==> config.mk <==
export PLATFORM = sky130hd
export DESIGN_NAME = blit_bus_master
export DESIGN_NICKNAME = d
export VERILOG_FILES = /design/src/rtl/blit_bus_defs.sv /design/src/rtl/blit_bus_timeout.sv /design/src/rtl/blit_bus_master.sv
export SDC_FILE = /design/constraint.sdc
export NUM_CORES = 1
export LEC_CHECK = 0
export ABC_AREA = 0
export BUFFER_PORTS_ARGS = -buffer_cell sky130_fd_sc_hd__buf_2
export CELL_PAD_IN_SITES_DETAIL_PLACEMENT = 2
export CELL_PAD_IN_SITES_GLOBAL_PLACEMENT = 2
export CORE_MARGIN = 2
export CORE_UTILIZATION = 32
export CTS_CLUSTER_SIZE = 30
export DETAILED_ROUTE_END_ITERATION = 16
export HOLD_SLACK_MARGIN = 0.15
export PLACE_DENSITY = 0.82
export REMOVE_ABC_BUFFERS = 1
export SETUP_SLACK_MARGIN = 0.3
export SYNTH_ARGS = -nofsm -noshare
export SYNTH_HDL_FRONTEND = slang
export SYNTH_HIERARCHICAL = 1
export SYNTH_SLANG_ARGS = --single-unit
==> constraint.sdc <==
create_clock -name clk -period 2.9 [get_ports clk]
set_input_delay 0.725 -clock clk [delete_from_list [all_inputs] [get_ports clk]]
set_output_delay 0.725 -clock clk [all_outputs]
set_load 0.01 [all_outputs]
==> src/rtl/blit_bus_defs.sv <==
// Shared definitions for the blitter bus master.
// Covers state encodings, bus widths and response error codes.
package blit_bus_defs;

  localparam int ADDR_W = 27;
  localparam int DATA_W = 16;

  typedef enum logic [2:0] {
    S_IDLE,
    S_ARB,
    S_ADDR,
    S_STROBE,
    S_TERM
  } state_e;

  typedef enum logic [1:0] {
    ERR_NONE,
    ERR_BERR,
    ERR_TIMEOUT,
    ERR_LANES
  } err_e;

  typedef struct packed {
    logic              write;
    logic [ADDR_W-1:0] addr;
    logic [DATA_W-1:0] wdata;
    logic              uds;
    logic              lds;
  } bus_req_t;

endpackage

==> src/rtl/blit_bus_timeout.sv <==
// Strobe watchdog: held cleared while load is high, counts otherwise.
// Instantiated only when BLIT_BUS_MASTER_TIMEOUT_EN is defined.
module blit_bus_timeout #(
  parameter int CYCLES = 255
) (
  input  logic clk,
  input  logic reset,
  input  logic load_i,
  output logic expire_o
);

  localparam int W = $clog2(CYCLES + 1);

  logic [W-1:0] cnt_q, cnt_d;

  assign expire_o = (cnt_q == W'(CYCLES - 1));

  always_comb begin
    cnt_d = cnt_q;
    if (load_i)
      cnt_d = '0;
    else if (!expire_o)
      cnt_d = cnt_q + 1'b1;
  end

  always_ff @(posedge clk or negedge reset) begin
    if (!reset) cnt_q <= '0;
    else        cnt_q <= cnt_d;
  end

endmodule

==> src/rtl/blit_bus_master.sv <==
// Blitter memory-side bus initiator with interlocked strobe/dtack cycle.
// Optional strobe timeout: define BLIT_BUS_MASTER_TIMEOUT_EN.
module blit_bus_master
  import blit_bus_defs::*;
#(
  parameter int SETUP_CYCLES = 1
`ifdef BLIT_BUS_MASTER_TIMEOUT_EN
  , parameter int TIMEOUT_CYCLES = 255
`endif
) (
  input  logic              clk,
  input  logic              reset,
  input  logic              req_valid,
  output logic              req_ready,
  input  logic              req_write,
  input  logic [ADDR_W-1:0] req_addr,
  input  logic [DATA_W-1:0] req_wdata,
  input  logic              req_uds,
  input  logic              req_lds,
  output logic              rsp_valid,
  output logic [DATA_W-1:0] rsp_rdata,
  output logic              rsp_err,
  output logic              rsp_timeout,
  output logic              bus_request,
  input  logic              bus_grant,
  output logic [ADDR_W-1:0] bus_addr,
  output logic              bus_addr_oe,
  output logic [DATA_W-1:0] bus_data_out,
  output logic              bus_data_oe,
  input  logic [DATA_W-1:0] bus_data_in,
  output logic              bus_write,
  output logic              bus_uds,
  output logic              bus_lds,
  output logic              bus_strobe,
  input  logic              bus_dtack,
  input  logic              bus_berr
);

  localparam int SW = (SETUP_CYCLES > 1) ? $clog2(SETUP_CYCLES) : 1;

  state_e            state_q, state_d;
  bus_req_t          req_q, req_d;
  err_e              err_q, err_d;
  err_e              code_q, code_d;
  logic [DATA_W-1:0] rdata_q, rdata_d;
  logic              rsp_q, rsp_d;
  logic [SW-1:0]     setup_q, setup_d;
  logic              tmo_expire;

`ifdef BLIT_BUS_MASTER_TIMEOUT_EN
  blit_bus_timeout #(
    .CYCLES (TIMEOUT_CYCLES)
  ) u_timeout (
    .clk      (clk),
    .reset    (reset),
    .load_i   (state_q != S_STROBE),
    .expire_o (tmo_expire)
  );
  assign rsp_timeout = rsp_q && (code_q == ERR_TIMEOUT);
`else
  assign tmo_expire  = 1'b0;
  assign rsp_timeout = 1'b0;
`endif

  assign rsp_valid    = rsp_q;
  assign rsp_rdata    = rdata_q;
  assign rsp_err      = rsp_q && (code_q != ERR_NONE);
  assign bus_addr     = bus_addr_oe ? req_q.addr : '0;
  assign bus_data_out = bus_data_oe ? req_q.wdata : '0;

  always_comb begin
    state_d     = state_q;
    req_d       = req_q;
    err_d       = err_q;
    code_d      = code_q;
    rdata_d     = rdata_q;
    rsp_d       = 1'b0;
    setup_d     = setup_q;
    req_ready   = 1'b0;
    bus_request = 1'b0;
    bus_addr_oe = 1'b0;
    bus_data_oe = 1'b0;
    bus_write   = 1'b0;
    bus_strobe  = 1'b0;
    bus_uds     = 1'b0;
    bus_lds     = 1'b0;
    unique case (state_q)
      S_IDLE: begin
        req_ready = 1'b1;
        if (req_valid) begin
          req_d = '{write: req_write, addr: req_addr,
                    wdata: req_wdata, uds: req_uds,
                    lds: req_lds};
          err_d = ERR_NONE;
          // No lane enabled: answer with an error, never touch the bus
          if (!req_uds && !req_lds) begin
            rsp_d  = 1'b1;
            code_d = ERR_LANES;
          end else begin
            state_d = S_ARB;
          end
        end
      end
      S_ARB: begin
        bus_request = 1'b1;
        setup_d     = '0;
        if (bus_grant) state_d = S_ADDR;
      end
      S_ADDR: begin
        bus_request = 1'b1;
        bus_addr_oe = 1'b1;
        bus_write   = req_q.write;
        bus_data_oe = req_q.write;
        if (setup_q == SW'(SETUP_CYCLES - 1))
          state_d = S_STROBE;
        else
          setup_d = setup_q + 1'b1;
      end
      S_STROBE: begin
        bus_request = 1'b1;
        bus_addr_oe = 1'b1;
        bus_write   = req_q.write;
        bus_data_oe = req_q.write;
        bus_strobe  = 1'b1;
        bus_uds     = req_q.uds;
        bus_lds     = req_q.lds;
        if (bus_berr) begin
          err_d   = ERR_BERR;
          state_d = S_TERM;
        end else if (bus_dtack) begin
          if (!req_q.write) rdata_d = bus_data_in;
          state_d = S_TERM;
        end else if (tmo_expire) begin
          err_d   = ERR_TIMEOUT;
          state_d = S_TERM;
        end
      end
      S_TERM: begin
        bus_request = 1'b1;
        bus_addr_oe = 1'b1;
        bus_write   = req_q.write;
        bus_data_oe = req_q.write;
        if (!bus_dtack && !bus_berr) begin
          state_d = S_IDLE;
          rsp_d   = 1'b1;
          code_d  = err_q;
        end
      end
      default: state_d = S_IDLE;
    endcase
  end

  always_ff @(posedge clk or negedge reset) begin
    if (!reset) begin
      state_q <= S_IDLE;
      req_q   <= '0;
      err_q   <= ERR_NONE;
      code_q  <= ERR_NONE;
      rdata_q <= '0;
      rsp_q   <= 1'b0;
      setup_q <= '0;
    end else begin
      state_q <= state_d;
      req_q   <= req_d;
      err_q   <= err_d;
      code_q  <= code_d;
      rdata_q <= rdata_d;
      rsp_q   <= rsp_d;
      setup_q <= setup_d;
    end
  end

endmodule

Word level (Yosys, flattened, before mapping)
Cells that the tools add are included.
W data, S select, Z words.
- bits in registers: 71
- input port bits: 68
- output and inout port bits: 70
- logic and storage cells: 75
- add/sub/neg operators: 1
- eq/ne operators: 12
- mux-type cells: 30
- bitwise logic cells: 2
- reduce and logical (&&, ||, !) cells: 19
- operators with widths (cell ; count):
    $mux W27 ; 1
    $mux W3 ; 7
    $mux W16 ; 1
    $pmux W3 S5 ; 1
    $ne A2 B2 Y1 const B ; 7
    $mux W1 ; 11
    $mux W2 ; 5
    $pmux W2 S2 ; 2
    $reduce_and A4 Y1 ; 2
    $reduce_bool A2 Y1 ; 4
    $eq A3 B2 Y1 const B ; 2
    $reduce_and A6 Y1 ; 1
    $logic_not A1 Y1 ; 4
    $pmux W1 S2 ; 2
    $reduce_or A4 Y1 ; 1
    $eq A3 B1 Y1 const B ; 1
    $eq A3 B3 Y1 const B ; 1
    $logic_and A1 B1 Y1 ; 3
    $logic_not A3 Y1 ; 1
    $ne A3 B3 Y1 const B ; 1
    $reduce_and A3 Y1 ; 1
    $reduce_or A3 Y1 ; 1
    $not A1 Y1 ; 2
    $reduce_and A2 Y1 ; 1
    $add A1 B1 Y1 const B ; 1

Longest topological paths before layout
- word-level depth: 5
- depth in mapped cells: 6
- gate-level depth less buffers: 3

Worst setup path before layout
Ideal clock, no wire load.
- path kind: reg-to-output
- start: reg state_q[2]
- end: out bus_write
- arrival time: 1.637 ns
- data required time: 2.175 ns
- setup slack: 0.538 ns
- stages on the path, launching flop included: 7
- path buffers: 3
- path through: dfrtp_1 > buf_2 > or3b_2 > o21ai_2 > buf_2 > and2_1 > buf_4
- longest elaborated chain between the ends: 3
- RTL lines (what ; line ; RTL):
    from (decl) ; blit_bus_master.sv:41 ; state_e state_q, state_d;
    from (signal assigned) ; blit_bus_master.sv:163 ; state_q <= state_d;
    $eq A3 B3 Y1 or $eq A3 B2 Y1 (tied branches) ; -- ;
    $reduce_or A3 Y1 (no source line) (*) ; -- ;
    $mux W1 (*) ; -- ;
    to (decl) ; blit_bus_master.sv:31 ; output logic bus_write,
Every way passes the cells marked *; elsewhere a longest branch is shown, timed or not.

Worst setup path after layout
- start: reg state_q[1]
- end: out bus_addr[6]
- longest elaborated chain between the ends: 4
- RTL lines (what ; line ; RTL):
    $eq A3 B3 Y1 or $eq A3 B2 Y1 (tied branches) ; blit_bus_master.sv:87 ; unique case (state_q)
    $reduce_or A3 Y1 (no source line) (*) ; -- ;
    $mux W1 (*) ; blit_bus_master.sv:87 ;
    $mux W27 (*) ; blit_bus_master.sv:68 ; assign bus_addr = bus_addr_oe ? req_q.addr : '0;
    to (decl) ; blit_bus_master.sv:26 ; output logic [ADDR_W-1:0] bus_addr,
Marks and branches as above.

==> run summary <==
status - finished, final reports clean
Boundary Pins - 138
most common cell after layout, fill and taps aside - buf_2
Fmax achieved - 387 MHz
core area - 0.00933 mm2
Residual DRC - 0
# rows - 35
vias per cell - 4.65
fin crit share - 89.1%
VDD IR max - 0.374 mV
number of detailed-route iterations in the first pass - 4
P_leak - 0.00224 uW
GR Util met3 - 4.86%
max incr delay on CP - 0.43 ns
commonest non-fill, non-tap cells in the layout - buf_2 (135), dfrtp_1 (66), mux2_2 (43)
nets@finish - 431
Clock transition at path regs - 0.08 ns
syn_area_per_cell - 13.9 um2
Slew Viols, Final - 0
Gate power share - 48.1%
Hold Crit Class - flip-flop to flip-flop
Cell Area, Synth - 0.00309 mm2
Top Usage Layer GRT - met2
fin crit period - 2.59 ns
Power Density - 1130 mW/mm2
post-synth cell types - 31
grt met1 use - 20.5%
H-Tree Depth - 3
initial antenna violation count - 0
sequential fraction of the synthesis area - 55.8%
antenna-violating nets left - 0
Worst Clk Skew - 0.00804 ns
Root Driver - clkbuf_8
Design Power - 4710 uW
crit start category - flip-flop
relative slew slack - 40.2%
fraction of layout cells with a size suffix above 1 - 62.7%
Initial Util - 33.2%
DRT iter0 DRCs - 45
critical path class - flip-flop to primary output
final core occ - 44.8%
clock power share - 15.1%
slew of the pin with the lowest slew margin - 0.896 ns
die area - 0.0105 mm2
Worst path slowest cell - or3b_4
Final TNS setup - 0 ns
CP max FO - 22
area grow syn2layout - 35.0%
clock sink count - 69
worst path arrival time - 1.86 ns
Sw Share - 34.3%
dpl hpwl - 5930 um
ANT cells - 0
CTS tree - yes
CP Cell Sequence - or3b_4 -> o21ai_4 -> buf_4 -> buf_16 -> and2_1 -> buf_2
unrepaired setup endpoints after global routing - true
IO Port Bufs - 136
WL final - 8880 um
vias in the first global route - 2603
YS warnings - 6
die width - 102 um
internal cell power - 3100 uW
GR Layer Usage met2 - 31.4%
post-DR wirelength/cell - 17.9 um
die height - 102 um
Max-Cap Viols - 0
sequential fraction of design power - 36.7%
Hold Fails Final Rpt - 0
largest net degree at the start of global routing - 70
synthesized instance count - 222
GR Util All Layers - 17.4%
flops & latches, synth - 69
# setup viols final - 0
critical path required time - 2.17 ns
first-pass GRT wire length - 13700 um
clock tree buffer depth - 2
GPL Wtd Cong - 0.678
GR Overflow Total - 0
NetSw - 1620 uW
routed vias - 2305
worst-skew pair later-pin latency - 0.32 ns
CTS Buf Count - 9
Setup crit end kind - primary output
==> critical path: cells and delay by family (launching register included) <==
family | cells | cell delay, ns
AND/OR/NAND/NOR | 2 | 0.57
AO/OA/AOI/OAI | 1 | 0.11
flip-flops | 1 | 0.41
buffers and inverters | 3 | 0.45
==> cell usage after synthesis, drive strengths merged <==
master	instances	area [um2]
nor2	5	18.8
buf	12	90.1
o21a	2	15.0
or3b	1	8.76
a31oi	1	6.26
o32ai	1	16.3
a21o	1	7.51
or2	1	6.26
conb	1	3.75
xnor2	1	8.76
dfrtp	69	1730
nor3	1	5.00
nand3	3	20.0
a22o	1	8.76
or4b	1	13.8
a32o	1	10.0
and3	16	100
mux2i	1	10.0
clkbuf	4	15.0
o22a	1	8.76
and3b	1	8.76
a21oi	2	10.0
mux2	62	769
inv	1	3.75
and2	30	188
o21ai	2	13.8
==> routing by layer <==
layer | vias to the layer above | routed length [um] | part of all wire (%)
met3 | 6 | 582 | 6.6
met4 | 0 | 48 | 0.54
met2 | 87 | 4620 | 52
li1 | 1049 | - | -
met1 | 1163 | 3630 | 41
met5 | - | 0 | 0
==> layout make-up <==
class,count,area (um2)
flip-flops and latches,69,1730
clock buffers,14,173
fillers,972,5150
clock inverters,1,5.00
inverters,1,3.75
well taps,129,161
repair buffers,146,836
multi-input cells,136,1270
==> power groups by stage <==
stage,registers [uW],logic (uW),clock network (uW)
6_report,1730,2270,714
4_1_cts,1740,2310,747
5_1_grt,1790,2460,794
3_5_place_dp,1780,1960,0
3_3_place_gp,1740,1880,0
2_1_floorplan,1710,1190,0
==> sequential cells by signal (all words and copies together) (netlist names) <==
name,flops
state_q,3
rsp_valid,1
err_q,1
code_q,2
rsp_rdata,16
req_q,46
==> worst paths after layout <==
path	start	endpoint	slack, ns	cells after the start
min	req_q[35]	req_q[35]	0.50	1
max in group asynchronous	reset	state_q[2]	1.75	1
max	state_q[1]	bus_addr[6]	0.31	6
min reg2reg	req_q[35]	req_q[35]	0.50	1
max reg2reg	state_q[1]	code_q[0]	0.76	4
min in group asynchronous	reset	req_q[28]	0.52	1
==> timing repair <==
action	4_1_cts	5_1_grt
endpoints found under the hold margin	0	0
hold buffers	0	0
gates cloned	3	0
resized for setup	7	0
setup buffers	6	0
pin swaps	0	0
setup endpoints to repair	46	45
==> cells by family after synthesis <==
kind of cell | after synthesis | share of synthesized area, %
DFF | 69 | 55.8
muxes | 63 | 25.2
and+or+nand+nor | 59 | 11.9
buffers and inverters | 17 | 3.52
AOI/OAI and AO/OA | 12 | 3.12
xor gates and xnor gates | 1 | 0.283
other | 1 | 0.121
==> per-stage QoR <==
stage	std cells	setup WS, ns	hold WS (ns)	cell area, um2
floorplan	206	0.525	0.429	2990
global placement	472	0.575	0.478	3850
detailed placement	472	0.470	0.489	3850
CTS	496	0.304	0.507	4180
global route	496	0.209	0.520	4180
finish	496	0.315	0.500	4180
No activity file was read; power rests on OpenSTA's default activity.
